**config.mk**
```make
export PLATFORM = sky130hd
export DESIGN_NAME = add_serial_ctrl_flat
export DESIGN_NICKNAME = d
export VERILOG_FILES = /design/src/rtl/add_serial_ctrl_if.sv /design/src/rtl/add_serial_ctrl.sv /design/src/flat_wrapper.sv
export SDC_FILE = /design/constraint.sdc
export NUM_CORES = 1
export LEC_CHECK = 0
export BUFFER_PORTS_ARGS = -buffer_cell sky130_fd_sc_hd__clkbuf_2
export CAP_MARGIN = 20
export CELL_PAD_IN_SITES_DETAIL_PLACEMENT = 2
export CELL_PAD_IN_SITES_GLOBAL_PLACEMENT = 2
export CORE_MARGIN = 3
export CORE_UTILIZATION = 30
export CTS_BUF_LIST = sky130_fd_sc_hd__clkbuf_8
export CTS_CLUSTER_SIZE = 40
export DETAILED_ROUTE_END_ITERATION = 10
export PLACE_DENSITY = 0.77
export REMOVE_ABC_BUFFERS = 1
export SYNTH_ARGS = -nofsm -noshare
export SYNTH_HDL_FRONTEND = slang
export SYNTH_HIERARCHICAL = 1
export SYNTH_SLANG_ARGS = --single-unit
```
**constraint.sdc**
```tcl
create_clock -name clk -period 2.4 [get_ports clk]
set_input_delay 0.48 -clock clk [delete_from_list [all_inputs] [get_ports clk]]
set_output_delay 0.48 -clock clk [all_outputs]
set_load 0.01 [all_outputs]
```
**src/rtl/add_serial_ctrl_if.sv**
```systemverilog
// Handshake bundle for the bit-serial adder sequencer: operand request,
// result response, flush and status.
interface add_serial_ctrl_if #(
    parameter int unsigned WIDTH = 8
);
    logic             in_valid;
    logic             in_ready;
    logic [WIDTH-1:0] op_a;
    logic [WIDTH-1:0] op_b;
    logic             c_in;
    logic             flush;
    logic             out_valid;
    logic             out_ready;
    logic [WIDTH-1:0] result;
    logic             carry_out;
    logic             busy;

    modport master (
        output in_valid, op_a, op_b, c_in, flush, out_ready,
        input  in_ready, out_valid, result, carry_out, busy
    );

    modport slave (
        input  in_valid, op_a, op_b, c_in, flush, out_ready,
        output in_ready, out_valid, result, carry_out, busy
    );
endinterface

```
**src/rtl/add_serial_ctrl.sv**
```systemverilog
// Bit-serial adder: one 1-bit full adder reused WIDTH times, LSB first,
// with a registered carry between bit slices.
module add (
    input  logic a,
    input  logic b,
    input  logic c,
    output logic sum,
    output logic c_out
);
    assign sum   = a ^ b ^ c;
    assign c_out = (a & b) | (c & (a ^ b));
endmodule

module add_serial_ctrl #(
    parameter int unsigned WIDTH = 8
) (
    input  logic                 clk,
    input  logic                 rst_n,
    add_serial_ctrl_if.slave     bus
);
    localparam int unsigned CW = $clog2(WIDTH) + 1;
    localparam logic [CW-1:0] LAST = CW'(WIDTH - 1);

    typedef enum logic [1:0] {
        S_IDLE,
        S_RUN,
        S_DONE
    } state_t;

    state_t           r_state;
    state_t           w_next;
    logic [WIDTH-1:0] r_a_sh;
    logic [WIDTH-1:0] r_b_sh;
    logic [WIDTH-1:0] r_sum_sh;
    logic             r_carry;
    logic [CW-1:0]    r_cnt;
    logic             w_sum;
    logic             w_c_out;

    add u_add (
        .a     (r_a_sh[0]),
        .b     (r_b_sh[0]),
        .c     (r_carry),
        .sum   (w_sum),
        .c_out (w_c_out)
    );

    always_ff @(posedge clk or negedge rst_n) begin
        if (!rst_n) r_state <= S_IDLE;
        else        r_state <= w_next;
    end

    always_comb begin
        w_next = r_state;
        case (r_state)
            S_IDLE: if (bus.in_valid && !bus.flush) w_next = S_RUN;
            S_RUN: begin
                if (bus.flush)          w_next = S_IDLE;
                else if (r_cnt == LAST) w_next = S_DONE;
            end
            // flush outranks out_ready; both return to IDLE but the result is dropped
            S_DONE: if (bus.flush || bus.out_ready) w_next = S_IDLE;
            default: w_next = S_IDLE;
        endcase
    end

    always_ff @(posedge clk or negedge rst_n) begin
        if (!rst_n) begin
            r_a_sh   <= '0;
            r_b_sh   <= '0;
            r_sum_sh <= '0;
            r_carry  <= 1'b0;
            r_cnt    <= '0;
        end else if (r_state == S_IDLE) begin
            if (bus.in_valid && !bus.flush) begin
                r_a_sh  <= bus.op_a;
                r_b_sh  <= bus.op_b;
                r_carry <= bus.c_in;
                r_cnt   <= '0;
            end
        end else if (r_state == S_RUN && !bus.flush) begin
            // new sum bit enters at the MSB so the LSB lands at bit 0 after WIDTH shifts
            r_sum_sh <= (r_sum_sh >> 1) | (WIDTH'(w_sum) << (WIDTH - 1));
            r_a_sh   <= r_a_sh >> 1;
            r_b_sh   <= r_b_sh >> 1;
            r_carry  <= w_c_out;
            r_cnt    <= r_cnt + CW'(1);
        end
    end

    assign bus.in_ready  = (r_state == S_IDLE);
    assign bus.out_valid = (r_state == S_DONE);
    assign bus.busy      = (r_state == S_RUN) || (r_state == S_DONE);
    assign bus.result    = r_sum_sh;
    assign bus.carry_out = r_carry;
endmodule
```
**src/flat_wrapper.sv**
```systemverilog
// flat-port wrapper written by rule: the top's interface ports become plain ports
module add_serial_ctrl_flat 
#(
    parameter int unsigned WIDTH = 8
)
  (clk, rst_n, bus_in_valid, bus_op_a, bus_op_b, bus_c_in, bus_flush, bus_out_ready, bus_in_ready, bus_out_valid, bus_result, bus_carry_out, bus_busy);
  add_serial_ctrl_if #(.WIDTH(WIDTH)) bus_i ();
  input  logic clk;
  input  logic rst_n;
  input wire logic [$bits(bus_i.in_valid)-1:0] bus_in_valid;
  input wire logic [$bits(bus_i.op_a)-1:0] bus_op_a;
  input wire logic [$bits(bus_i.op_b)-1:0] bus_op_b;
  input wire logic [$bits(bus_i.c_in)-1:0] bus_c_in;
  input wire logic [$bits(bus_i.flush)-1:0] bus_flush;
  input wire logic [$bits(bus_i.out_ready)-1:0] bus_out_ready;
  output wire logic [$bits(bus_i.in_ready)-1:0] bus_in_ready;
  output wire logic [$bits(bus_i.out_valid)-1:0] bus_out_valid;
  output wire logic [$bits(bus_i.result)-1:0] bus_result;
  output wire logic [$bits(bus_i.carry_out)-1:0] bus_carry_out;
  output wire logic [$bits(bus_i.busy)-1:0] bus_busy;
  assign bus_i.in_valid = bus_in_valid;
  assign bus_i.op_a = bus_op_a;
  assign bus_i.op_b = bus_op_b;
  assign bus_i.c_in = bus_c_in;
  assign bus_i.flush = bus_flush;
  assign bus_i.out_ready = bus_out_ready;
  assign bus_in_ready = bus_i.in_ready;
  assign bus_out_valid = bus_i.out_valid;
  assign bus_result = bus_i.result;
  assign bus_carry_out = bus_i.carry_out;
  assign bus_busy = bus_i.busy;
  add_serial_ctrl #(.WIDTH(WIDTH)) u_core (.clk(clk), .rst_n(rst_n), .bus(bus_i));
endmodule
```
==> qor.log <==
[outcome] outcome complete, no violations
[global_routing] wire length of the first global-routing pass 6290 um
[critical_path] cell with the biggest individual delay on the critical path sky130_fd_sc_hd__and2_1
[critical_path] Worst R2R Start u_core/r_state[1]
[pwr] leakage component of the power 0.908 nW
[pwr] power density of the placed cells 1150 nW/um^2
[critical_path] worst setup path category flip-flop to flip-flop
[logic_synthesis] count of warnings emitted by yosys 6
[critical_path] Crit. Startpoint u_core/r_state[1]
[logic_synthesis] number of distinct standard cells referenced by the synthesized netlist 31
[clock_tree] setup bufs post-CTS 0
[timing] final worst path period share 0.879
[layout] number of antenna diodes 0
[critical_path] largest fanout of any net on the critical path 29
[layout] share of final-layout standard cells stronger than drive strength 1 0.329
[floorplanning] Die Footprint 5840 um^2
[pwr] sum of internal, switching and leakage power 0.00203 W
[global_routing] global-route congestion overflow total 0
[critical_path] critical-path cell list inv_1 > ha_1 > or3b_4 > and2_1 > o21ai_0
[critical_path] Stages on worst setup path 5
[timing] final worst clock skew 0.00383 ns
[critical_path] FF-to-FF path depth 5
[timing] Setup Total Neg Slack 0 ns
[critical_path] data arrival time of the worst path 2.22 ns
[timing] final worst hold slack 0.275 ns
[timing] Worst-Margin Slew 0.789 ns
[critical_path] capturing element of the worst setup path u_core/r_b_sh[1]
[timing] maximum clock frequency 474 MHz
[timing] Final Critical Period 2.11 ns
[logic_synthesis] main area contributors after synthesis sky130_fd_sc_hd__dfrtp_1 52%, sky130_fd_sc_hd__mux2i_1 10%, sky130_fd_sc_hd__mux2_2 6.8%
[logic_synthesis] async set-reset flop share out of synthesis 1.00
[pwr] Worst IR Drop VDD 0.365 mV
[critical_path] WP data required 2.51 ns
[logic_synthesis] cells after synthesis 125
[layout] FF/Latch Area 776 um^2
[clock_tree] Clock Pin Slew Worst Setup and Hold Paths 0.06 ns
[routing] first drt pass iteration count 3
[logic_synthesis] cell taking the most area after synthesis sky130_fd_sc_hd__dfrtp_1
[clock_tree] Sinks on Clock Net 31
[timing] final slew viol count 0
[layout] layout net count 186
[critical_path] type of element capturing the critical path flip-flop
[logic_synthesis] total of flip-flops plus latches after synthesis 31
[clock_tree] CTS Hold Bufs 0
[critical_path] end of the worst register-to-register path u_core/r_b_sh[1]
[logic_synthesis] Synth top area share 0.521
[clock_tree] TritonCTS clock tree done
[timing] unrepaired setup endpoints after global routing no
[logic_synthesis] average size of a mapped cell 11.9 um^2
[global_routing] vias in the first global route 1260
[global_routing] total global routing track utilization 0.135
[logic_synthesis] most used flip-flop cell after synthesis sky130_fd_sc_hd__dfrtp_1
[routing] DRC violations left 0
[floorplanning] number of placed I/O pins 34
[critical_path] crit path launch type flip-flop
[floorplanning] Std-Cell Rows 24
[timing] Worst Setup Slack, final 0.292 ns
[timing] Final Hold Fails 0
[routing] remaining antenna violation count 0
[routing] Post-Route WL 3600 um
[global_routing] GR met1 Demand/Resource 0.166
[clock_tree] clock buffer count from CTS 5
[floorplanning] Chip Height 76.4 um
[global_routing] number of antenna violations at the first check in global routing 0
[placement] Setup WS pre-CTS 0.332 ns
[global_routing] most crowded layer after global routing met2
[logic_synthesis] Seq/Total Area, Yosys 0.521
[clock_tree] Clock Root Buffer sky130_fd_sc_hd__clkbuf_8
[clock_tree] H-tree depth reported by CTS 2
[clock_tree] maximum count of clock buffers along a single path 2
[routing] vias 1090
[global_routing] global-route met2 utilization 0.224
[routing] count of routing violations after the opening detailed-route iteration 42
[global_routing] met3 Resource Use GR 0.0390
[layout] Multi-input gate area 642 um^2
[timing] final setup violating endpoints 0
[clock_tree] clock latency on the worst-skew pair 0.28 ns
[floorplanning] die width 76.4 um
[critical_path] Crit path buffers/inverters 1
[floorplanning] Starting Density 0.326
[logic_synthesis] synthesized cell area 1490 um^2
[placement] count of buffers from port buffering 33
[placement] post-detailed-placement half-perimeter wirelength 2550 um
[layout] fillers 502
[routing] drt wl/cell 16.1 um
[critical_path] CP peak stage delay 0.56 ns
[global_routing] largest net degree at the start of global routing 32
[layout] area growth from synthesis to layout 18.5%
[layout] share of the core filled with cells 0.386
[clock_tree] CTS-repair resized insts 0
[timing] relative slew slack 0.474
[critical_path] worst reg-to-reg setup slack 0.29 ns
[placement] global placement routability congestion 0.706
[min_path] worst hold path class primary input to async pin
[floorplanning] area of the core region 4560 um^2
[routing] drt via density 4.89
[run] count of maximum capacitance violations 0
[logic_synthesis] number of enable flip-flop cells after synthesis 0
[critical_path] family with the most delay on the worst path simple AND/OR/NAND/NOR gates
[Yosys cell counts, types with 2 or more instances]
master                    count
sky130_fd_sc_hd__dfrtp_1     31
sky130_fd_sc_hd__nand3_1     17
sky130_fd_sc_hd__mux2i_1     15
sky130_fd_sc_hd__o21ai_0     15
sky130_fd_sc_hd__mux2_2       9
sky130_fd_sc_hd__ha_1         4
sky130_fd_sc_hd__buf_6        3
sky130_fd_sc_hd__inv_1        3
sky130_fd_sc_hd__o21ai_1      3
sky130_fd_sc_hd__a22o_1       2
sky130_fd_sc_hd__buf_2        2
sky130_fd_sc_hd__nor2_1       2
[through the flow]
| stage | area [um^2] | cells |
|---|---|---|
| 2_1_floorplan | 1430 | 117 |
| 3_3_place_gp | 1690 | 217 |
| 3_5_place_dp | 1690 | 217 |
| 4_1_cts | 1760 | 223 |
| 5_1_grt | 1760 | 223 |
| 6_report | 1760 | 223 |
[cell families after synthesis]
family	share of synthesized area
flops	0.521
compound gates	0.0934
buf+inv	0.0471
xor+xnor	0.00589
mux	0.169
simple gates	0.116
fa+ha+maj	0.0471
[cell usage in the layout (no fill, tap or decap), types with 2 or more instances in the layout]
cell                       count
sky130_fd_sc_hd__o21ai_0      15
sky130_fd_sc_hd__mux2_2        9
sky130_fd_sc_hd__a22o_1        2
sky130_fd_sc_hd__inv_1         4
sky130_fd_sc_hd__clkbuf_2     33
sky130_fd_sc_hd__nor2_1        2
sky130_fd_sc_hd__buf_4         2
sky130_fd_sc_hd__clkbuf_8      5
sky130_fd_sc_hd__nand3_1      17
sky130_fd_sc_hd__ha_1          4
sky130_fd_sc_hd__mux2i_1      15
sky130_fd_sc_hd__o21ai_1       3
sky130_fd_sc_hd__dfrtp_1      31
[how the worst min path moves through the flow]
| stage | cells after the start | endpoint | slack, ns |
|---|---|---|---|
| after floorplan | 0 | u_core/bus.carry_out | 0.18 |
| after global placement | 2 | u_core/r_b_sh[2] | 0.48 |
| after detailed placement | 1 | u_core/r_a_sh[7] | 0.49 |
| after CTS | 1 | u_core/bus.result[4] | 0.30 |
| after global routing | 1 | u_core/bus.result[4] | 0.34 |
| final | 1 | u_core/bus.result[7] | 0.28 |
[per-layer routing]
layer,share of wire,vias up
met2,0.47,31
met1,0.46,536
met3,0.049,10
met4,0.020,0
li1,-,513
met5,0,-
[state kept, by name (all words and copies together), names as in the netlist]
register and flops:
u_core/r_cnt 4, u_core/r_state 2, u_core/r_b_sh 8, u_core/bus.result 8, u_core/r_a_sh 8, u_core/bus.carry_out 1
[worst register-to-register path, delay by kind of cell, from the launching register on]
kind | cells | cell delay [ns]
compound gates | 1 | 0.24
fa+ha+maj | 1 | 0.20
buf+inv | 1 | 0.08
flops | 1 | 0.38
simple gates | 2 | 1.04
[report_power, final]
| group | switching (W) | internal (W) |
|---|---|---|
| Sequential | 0.000123 | 0.000715 |
| Clock | 0.000177 | 0.000188 |
| Combinational | 0.000451 | 0.000379 |
[final cells by class]
class                           count  share of cell area
Tap cell                           65              0.0461
Clock inverter                      1             0.00213
Clock buffer                        5              0.0390
Sequential cell                    31               0.440
Inverter                            3             0.00639
Multi-Input combinational cell     83               0.364
Timing Repair Buffer               35               0.102
(Power assumes the default switching activity.)
